==> src/rtl/conv_norm_stage.sv <==
// Multi-channel post-convolution normalisation: (x - avg) * std in fixed point with
// saturation and optional ReLU. Parameters load serially; the block sequences frames itself.
module conv_norm_stage #(
  parameter int DW   = 16,
  parameter int CH   = 4,
  parameter int FRAC = 8
) (
  input  logic             sys_clk,
  input  logic             sys_rst_n,
  input  logic [8:0]       image_size,
  input  logic [1:0]       mode,
  input  logic             pi_param_valid,
  input  logic [DW-1:0]    pi_param,
  input  logic             pi_data_valid,
  input  logic [CH*DW-1:0] pi_data,
  output logic [CH*DW-1:0] po_data,
  output logic             po_data_valid,
  output logic             frame_done,
  output logic             params_ready,
  output logic             busy
);
  localparam int NP = 2 * CH;
  localparam int IW = $clog2(NP + 1);
  localparam int CW = 18;
  localparam logic [DW-1:0] SMAX = {1'b0, {(DW-1){1'b1}}};
  localparam logic [DW-1:0] SMIN = {1'b1, {(DW-1){1'b0}}};

  typedef enum logic [2:0] {IDLE, LOAD_PARAM, WAIT, RUN, DONE} state_t;

  state_t        state_q, state_d;
  logic [IW-1:0] idx_q, idx_d;
  logic          ready_q, ready_d;
  logic [CW-1:0] cnt_q, cnt_d, tgt_q, tgt_d, tgt_sq;
  logic          wr_en;
  logic [IW-1:0] wr_idx;
  logic          accept, last_in;
  // Rank 0 holds the captured sample, ranks 1..3 the stage results; mode/last ride alongside.
  logic [3:0]      v_q, v_d, l_q, l_d;
  logic [2:0][1:0] m_q, m_d;

  always_comb begin
    state_d = state_q;
    idx_d   = idx_q;
    ready_d = ready_q;
    cnt_d   = cnt_q;
    tgt_d   = tgt_q;
    wr_en   = 1'b0;
    wr_idx  = idx_q;
    accept  = 1'b0;
    last_in = 1'b0;
    tgt_sq  = CW'(image_size) * CW'(image_size);
    case (state_q)
      IDLE, WAIT: begin
        if (pi_param_valid) begin
          wr_en   = 1'b1;
          wr_idx  = '0;
          idx_d   = IW'(1);
          ready_d = 1'b0;
          state_d = LOAD_PARAM;
        end else if (state_q == WAIT && pi_data_valid) begin
          accept  = 1'b1;
          cnt_d   = CW'(1);
          tgt_d   = (image_size <= 9'd1) ? CW'(1) : tgt_sq;
          last_in = (tgt_d == CW'(1));
          state_d = last_in ? DONE : RUN;
        end
      end
      LOAD_PARAM: begin
        if (pi_param_valid && idx_q < IW'(NP)) begin
          wr_en = 1'b1;
          idx_d = idx_q + IW'(1);
          if (idx_q == IW'(NP - 1)) ready_d = 1'b1;
        end
        if (ready_q && !pi_param_valid) state_d = WAIT;
      end
      RUN: begin
        if (pi_data_valid) begin
          accept  = 1'b1;
          cnt_d   = cnt_q + CW'(1);
          last_in = (cnt_d == tgt_q);
          if (last_in) state_d = DONE;
        end
      end
      DONE:    state_d = WAIT;
      default: state_d = IDLE;
    endcase
    v_d = {v_q[2:0], accept};
    l_d = {l_q[2:0], last_in};
    m_d = {m_q[1:0], mode};
  end

  always_ff @(posedge sys_clk) begin
    if (!sys_rst_n) begin
      state_q <= IDLE;
      idx_q   <= '0;
      ready_q <= 1'b0;
      cnt_q   <= '0;
      tgt_q   <= '0;
      v_q     <= '0;
      l_q     <= '0;
      m_q     <= '0;
    end else begin
      state_q <= state_d;
      idx_q   <= idx_d;
      ready_q <= ready_d;
      cnt_q   <= cnt_d;
      tgt_q   <= tgt_d;
      v_q     <= v_d;
      l_q     <= l_d;
      m_q     <= m_d;
    end
  end

  for (genvar gi = 0; gi < CH; gi++) begin : g_ch
    logic signed [DW-1:0]   avg_q, avg_d, std_q, std_d;
    logic signed [DW-1:0]   x0_q, x0_d, s1_q, s1_d, s2_q, s2_d, s3_q, s3_d;
    logic        [DW:0]     diff;
    logic signed [2*DW-1:0] prod, shifted;
    logic        [DW:0]     hi;

    always_comb begin
      avg_d = avg_q;
      std_d = std_q;
      if (wr_en && wr_idx == IW'(2 * gi))     avg_d = pi_param;
      if (wr_en && wr_idx == IW'(2 * gi + 1)) std_d = pi_param;
      x0_d = accept ? pi_data[gi*DW +: DW] : x0_q;

      diff = {x0_q[DW-1], x0_q} - {avg_q[DW-1], avg_q};
      if (m_q[0] == 2'd0)              s1_d = x0_q;
      else if (diff[DW] != diff[DW-1]) s1_d = diff[DW] ? SMIN : SMAX;
      else                             s1_d = diff[DW-1:0];

      // Floor shift, then the kept bits plus sign must agree or the result saturates.
      prod    = $signed({{DW{s1_q[DW-1]}}, s1_q}) * $signed({{DW{std_q[DW-1]}}, std_q});
      shifted = prod >>> FRAC;
      hi      = shifted[2*DW-1:DW-1];
      if (m_q[1] == 2'd0)       s2_d = s1_q;
      else if (&hi || ~|hi)     s2_d = shifted[DW-1:0];
      else                      s2_d = shifted[2*DW-1] ? SMIN : SMAX;

      s3_d = (m_q[2] == 2'd2 && s2_q[DW-1]) ? '0 : s2_q;
    end

    always_ff @(posedge sys_clk) begin
      if (!sys_rst_n) begin
        avg_q <= '0;
        std_q <= '0;
        x0_q  <= '0;
        s1_q  <= '0;
        s2_q  <= '0;
        s3_q  <= '0;
      end else begin
        avg_q <= avg_d;
        std_q <= std_d;
        x0_q  <= x0_d;
        s1_q  <= s1_d;
        s2_q  <= s2_d;
        s3_q  <= s3_d;
      end
    end

    assign po_data[gi*DW +: DW] = s3_q;
  end

  assign po_data_valid = v_q[3];
  assign frame_done    = v_q[3] & l_q[3];
  assign params_ready  = ready_q;
  assign busy          = (state_q == RUN) | (|v_q);
endmodule

==> config.mk <==
export PLATFORM = sky130hd
export DESIGN_NAME = conv_norm_stage
export DESIGN_NICKNAME = d
export VERILOG_FILES = /design/src/rtl/conv_norm_stage.sv
export SDC_FILE = /design/constraint.sdc
export NUM_CORES = 2
export LEC_CHECK = 0
export ABC_AREA = 1
export CORE_MARGIN = 5
export CORE_UTILIZATION = 55
export CTS_BUF_LIST = sky130_fd_sc_hd__clkbuf_4
export DETAILED_ROUTE_END_ITERATION = 10
export PLACE_DENSITY = 0.72
export SLEW_MARGIN = 20
export SYNTH_ARGS = -nofsm -noshare
export SYNTH_HDL_FRONTEND = slang
export SYNTH_SLANG_ARGS = --single-unit
==> constraint.sdc <==
create_clock -name sys_clk -period 9.1 [get_ports sys_clk]
set_clock_uncertainty 0.15 [all_clocks]
set_input_delay 2.73 -clock sys_clk [delete_from_list [all_inputs] [get_ports sys_clk]]
set_output_delay 2.73 -clock sys_clk [all_outputs]
set_load 0.01 [all_outputs]
# Word level (Yosys, flattened, before mapping)
# Index checks and enable logic that the tools add are counted.
# W data, S select, Z words.
# op_classes
n_mul,5
add_sub_neg,6
magnitude_cmp,2
n_reduce_logical,49
mux,56
eq_ne,28
bitwise_logic,4
# ops
op,n
$mux W16,24
$mul A16 B16 Y32,4
$mux W18,4
$sub A16 B16 Y17,4
$pmux W18 S2,1
$reduce_and A9 Y1,4
$reduce_or A9 Y1,4
$eq A4 B3 Y1 const B,5
$add A18 B1 Y18 const B,1
$eq A18 B1 Y1 const B,1
$eq A18 B18 Y1,1
$mul A9 B9 Y18,1
$mux W3,6
$mux W4,4
$ne A2 B2 Y1 const B,8
$logic_and A1 B1 Y1,15
$pmux W3 S4,1
$reduce_and A4 Y1,3
$mux W1,11
$reduce_or A2 Y1,5
$le A9 B1 Y1 const B,1
$eq A4 B2 Y1 const B,2
$pmux W1 S2,4
$pmux W4 S2,1
20 further kinds,35
# word_totals
out_inout_bits,68
inputBits,95
reg_bits,442
word_cells,184

# Depth between registers and ports, before layout
# depth
word_depth,7
mapped_depth,34
ltp_nobuf,31

# Least setup slack after synthesis
# Ideal clock, no wire load.
# synth_timing
path_kind,in2reg
from,input port image_size[6]
to,register state_q[2]
n_path_buf,1
setup_time_ps,78
setup_slack_ps,2185
cell_stages,24
arrival_ps,6687
t_required_ps,8872
cell_sequence,clkbuf_1 > nand2_1 > inv_1 > fa_1 > inv_1 > fa_1 > inv_1 > fa_1 > inv_1 > fa_1 > inv_1 > ha_1 > nand2_1 > inv_1 > a21oi_1 > nand2_1 > nor2_1 > nand3b_1 > nand2_1 > nor2_1 > nand4_1 > nor2_1 > nor2_1 > nor3_1
# synth_between
elab_chain_cells,7
word_cells_on_any_way,8
classes_between,mul (1); order compare (1); eq/ne (1); mux (5)
# synth_lines
element,line_no,rtl
from (decl),10,"input logic [8:0] image_size,"
$mul A9 B9 Y18 / $le A9 B1 Y1 (equally long branches),"51, 63",
$mux W18 *,63,tgt_d = (image_size <= 9'd1) ? CW'(1) : tgt_sq;
$eq A18 B1 Y1 *,64,last_in = (tgt_d == CW'(1));
$mux W3 *,65,state_d = last_in ? DONE : RUN;
$mux W3 *,60,end else if (state_q == WAIT && pi_data_valid) begin
$mux W3 *,54,if (pi_param_valid) begin
$pmux W3 S4 *,52,case (state_q)
to (signal assigned),103,state_q <= state_d;
to (decl),30,"state_t state_q, state_d;"
# Every way passes the cells marked *; elsewhere a longest branch is shown, timed or not. The select of a mux whose other input is x is not followed.
# A chain may end at the register's enable or synchronous reset.

# Worst setup path in the final report
# layout_timing
from,register g_ch[3].std_q[2]
to,register g_ch[3].s2_q[11]
# layout_between
elab_chain_cells,6
word_cells_on_any_way,8
classes_between,mul (1); mux (3); reduce/logical (4)
# layout_lines
element,line_no,rtl
from (decl),115,"logic signed [DW-1:0] avg_q, avg_d, std_q, std_d;"
from (signal assigned),154,std_q <= std_d;
$mul A16 B16 Y32 *,134,"prod = $signed({{DW{s1_q[DW-1]}}, s1_q}) * $signed({{DW{std_q[DW-1]}}, std_q});"
$reduce_or A9 Y1,138,else if (&hi || ~|hi) s2_d = shifted[DW-1:0];
$logic_not A1 Y1,138,
$logic_or A1 B1 Y1,138,
$mux W16 *,138,
$mux W16 *,137,if (m_q[1] == 2'd0) s2_d = s1_q;
to (signal assigned),150,s2_q <= '0;
to (signal assigned),157,s2_q <= s2_d;
to (decl),116,"logic signed [DW-1:0] x0_q, x0_d, s1_q, s1_d, s2_q, s2_d, s3_q, s3_d;"
# Every way passes the cells marked *; elsewhere a longest branch is shown, timed or not.

==> summary.md <==
| Metric | Value |
|---|---|
| Share of post-route cells with drive strength above 1 | 3.44% |
| Global-route congestion overflow total | 0 |
| Port Buf Inserts | 162 |
| Post-synthesis xor/xnor area fraction | 2.38% |
| Measured slew at the worst slew-check pin | 1.12 ns |
| Number of buffers added by the clock tree synthesis step | 117 |
| Leakage dissipation | 38.5 nW |
| Area grow syn2layout | 6.11% |
| Hold Crit Depth | 2 |
| Post-detailed-route wirelength per cell | 17.0 um |
| Shortest clock period the worst path allows after layout | 7.56 ns |
| Highest clock frequency the design can meet | 132 MHz |
| Number of DRC markers after the initial detailed-route iteration | 4090 |
| Biggest area contributors in the synthesized netlist | fa_1, dfxtp_1, inv_1 |
| Post-detailed-route via-to-cell ratio | 5.25 |
| Number of warning messages in the yosys log | 0 |
| First-pass iteration count of the detailed router | 8 |
| Max-capacitance violation count | 0 |
| Areal power density over the cells | 90.6 nW/um2 |
| Setup violators final | 0 |
| Wire length of the first global-routing pass | 283000 um |
| Max-slew headroom at the worst pin | 25.3% |
| Setup Fix Bufs, Post-CTS | 0 |
| FF+latch count, synth | 441 |
| Source of the worst hold timing path | g_ch[1].s2_q[11]$_SDFF_PN0_ |
| Share of the clock period used by the worst path after layout | 83.1% |
| Post-route DRC | 0 |
| Run status | complete, no violations |
| Number of enable flip-flop cells after synthesis | 0 |
| Start point of the critical path | g_ch[3].std_q[2]$_SDFFE_PN0P_ |
| Compound-gate portion of the synthesized area | 8.11% |
| CTS sink count | 441 |
| Largest area contributor in the synthesized netlist | fa_1 |
| Mux share of post-synthesis cell area | 0% |
| Worst-skew pair later-pin latency | 0.96 ns |
| Overall die area | 123000 um2 |
| Post-synth net total | 10200 |
| Core Rows | 125 |
| Floorplan die height | 351 um |
| Global-route total usage across every layer | 28.6% |
| Maximum number of buffers from clock root to sink | 3 |
| Required time worst endpoint | 9.76 ns |
| Total negative setup slack | 0 ns |
| Final instance area | 67800 um2 |
| Detailed-route via count | 53400 |
| Worst-path maximum fanout | 17 |
| Fin nets | 10100 |
| DP Area | 66200 um2 |
| Hold/Removal Path Class | reg -> reg |
| Worst Slack Setup Final | 1.54 ns |
| Number of global-route vias before repair | 55300 |
| Total wirelength of the detailed-routed design | 173000 um |
| Count of boundary I/O pins | 163 |
| Global placer's final weighted congestion | 0.937 |
| Overall power of the completed layout | 6.14 mW |
| Largest net degree at the start of global routing | 214 |
| TritonCTS clock tree | built |
| Share of the synthesized area in the top cell type | 34.0% |
| Class of the most critical setup path | reg -> reg |
| Cell with the most instances after synthesis | inv_1 |
| Setup slack after placement | 1.17 ns |
| Worst min-delay path endpoint | g_ch[1].s3_q[11]$_SDFF_PP0_ |
| Clock tree root driver cell | clkbuf_4 |
| Largest family of logic cells by synthesized area | adder cells |
| Number of gates resized after cts | 0 |
| Routed Antenna Nets | 0 |
| Smallest hold slack | 0.258 ns |
| Synth Area in Simple Gates | 18.1% |
| FF-to-FF path depth | 25 |
| Final cell count without fillers | 10200 |
| Number of placed instances, taps included | 9952 |
| Width of the die | 351 um |
| Endpoint arrival time on the critical path | 8.22 ns |
| Count of pins over their slew limit | 0 |
| Hold bufs inserted after CTS | 0 |
| Endpoint kind of the worst setup timing path | flop |
| Destination of the worst register-to-register timing path | g_ch[3].s2_q[11]$_SDFF_PN0_ |
| Synth cell types | 45 |
| Share of flip-flops with an asynchronous set or reset | 0% |
| Post-Syn Area | 63900 um2 |
| Clock transition at the register clock pins on the worst setup and hold paths after CTS | 0.07 ns |
| Startpoint kind of the worst setup timing path | flop |
| R2R Setup Slk | 1.54 ns |
| Worst flop-to-flop path startpoint | g_ch[3].std_q[2]$_SDFFE_PN0P_ |
| Sequential area share after synthesis | 13.8% |
| Area of the core | 116000 um2 |
| Final core area utilization | 58.6% |
| Initial standard-cell utilization of the core | 55.2% |
| Post-synthesis instance total | 8613 |
| Peak supply drop | 0.107 mV |
| Number of endpoints with negative hold slack in the final report | 0 |
| Most instantiated cells after synthesis | inv_1, nand2_1, fa_1 |
| Adder-Cell Fraction of Synth Area | 42.1% |
| Total number of H-tree levels | 3 |
| Dominant register cell in the synthesized netlist | dfxtp_1 |
| Post-Syn Area per Cell | 7.42 um2 |
| Detailed placement HPWL | 137000 um |
| Setup repair after global routing missed its margin | false |
| Antenna violations before repair | 8 |
-- worst max-delay path by stage --
stage | to | slack [ns]
2_1_floorplan | state_q[2]$_SDFFE_PN0P_ | 2.19
3_3_place_gp | state_q[1]$_SDFFE_PN0P_ | 1.20
3_5_place_dp | state_q[1]$_SDFFE_PN0P_ | 1.17
4_1_cts | g_ch[3].s2_q[11]$_SDFF_PN0_ | 1.64
5_1_grt | g_ch[3].s2_q[5]$_SDFF_PN0_ | 1.12
6_report | g_ch[3].s2_q[11]$_SDFF_PN0_ | 1.54
-- sequential cells by signal, indices dropped and copies added, names as in the netlist --
| register | count |
|---|---|
| m_q | 2 |
| g_ch.avg_q | 64 |
| idx_q | 4 |
| g_ch.s3_q | 64 |
| m_d | 4 |
| state_q | 3 |
| g_ch.s1_q | 64 |
| l_q | 4 |
| g_ch.s2_q | 64 |
| cnt_q | 18 |
| g_ch.x0_q | 64 |
| g_ch.std_q | 64 |
| v_q | 4 |
| params_ready | 1 |
| tgt_q | 17 |
-- area by class of cell --
class / instances / area [um2]
clock buffers: 163 / 1220
flip-flops and latches: 441 / 8830
clock inverters: 46 / 363
diodes: 5 / 12.5
multi-input cells: 5556 / 45200
inverters: 2241 / 8410
fillers: 10700 / 48000
well taps: 1524 / 1910
repair buffers: 190 / 1850
-- cell usage in the layout (no fill, tap or decap), types with 3 or more instances in the layout --
| cell | netlist | routed |
|---|---|---|
| nor2_4 | 0 | 3 |
| a21boi_0 | 9 | 9 |
| clkbuf_4 | 0 | 163 |
| xor2_1 | 109 | 109 |
| diode_2 | 0 | 5 |
| and3_1 | 3 | 3 |
| a31oi_1 | 14 | 14 |
| nor3_1 | 34 | 34 |
| inv_2 | 0 | 4 |
| nor2_2 | 3 | 4 |
| a21o_1 | 8 | 8 |
| a22oi_1 | 3 | 3 |
| nor2_1 | 539 | 535 |
| or2_2 | 23 | 23 |
| a211oi_1 | 3 | 3 |
| o211ai_1 | 4 | 4 |
| clkinv_2 | 0 | 13 |
| bufinv_16 | 0 | 5 |
| clkinv_1 | 0 | 22 |
| nand2_2 | 22 | 22 |
| a21oi_2 | 13 | 14 |
| dfxtp_1 | 441 | 441 |
| nand4_1 | 47 | 47 |
| xnor2_1 | 61 | 61 |
| fa_1 | 1085 | 1085 |
| inv_1 | 2241 | 2237 |
| o31ai_1 | 5 | 5 |
| clkdlybuf4s50_1 | 0 | 161 |
| o21bai_1 | 19 | 19 |
| nand3b_1 | 12 | 12 |
| ha_1 | 413 | 413 |
| nand2_1 | 1970 | 1970 |
| buf_4 | 8 | 27 |
| a21oi_1 | 477 | 476 |
| o21ai_0 | 415 | 415 |
| nand3_1 | 235 | 235 |
| o21ai_1 | 7 | 7 |
| nor4_1 | 5 | 5 |
| and2_1 | 3 | 3 |
-- critical path, stage by stage (launching register included) --
cell     delay, ns
dfxtp_1       0.90
nand2_1       0.20
inv_1         0.13
fa_1          0.56
inv_1         0.15
fa_1          0.39
inv_1         0.32
fa_1          0.51
fa_1          0.50
fa_1          0.50
inv_1         0.05
fa_1          0.47
inv_1         0.04
ha_1          0.37
a21oi_1       0.33
o21ai_0       0.15
nand2_1       0.09
nand3_1       0.07
a21oi_1       0.20
nand2_1       0.10
nand2_1       0.06
nand2_1       0.05
nor2_1        0.12
nand3_1       0.21
a21oi_2       0.61
a21oi_1       0.16
-- metal layers --
metal | global-route usage (%) | vias up | share of wire [%]
li1 | - | 25200 | -
met1 | 37.9 | 25900 | 41
met2 | 47.4 | 1912 | 47
met3 | 5.43 | 419 | 8.0
met4 | 10.1 | 6 | 3.7
met5 | 0 | - | 0.024
-- where the power goes --
part	switching, mW	total, mW	internal, mW
clock	0.930	1.91	0.982
combinational	1.11	1.74	0.627
sequential	0.418	2.49	2.07
total	2.46	6.14	3.68
-- cell families after synthesis --
| family | count (synthesis) |
|---|---|
| adder cells (fa/ha/maj) | 1498 |
| flip-flops | 441 |
| buffers and inverters | 2616 |
| XOR/XNOR | 172 |
| AO/OA/AOI/OAI | 985 |
| AND/OR/NAND/NOR | 2901 |
No activity file was read; power rests on OpenSTA's default activity.
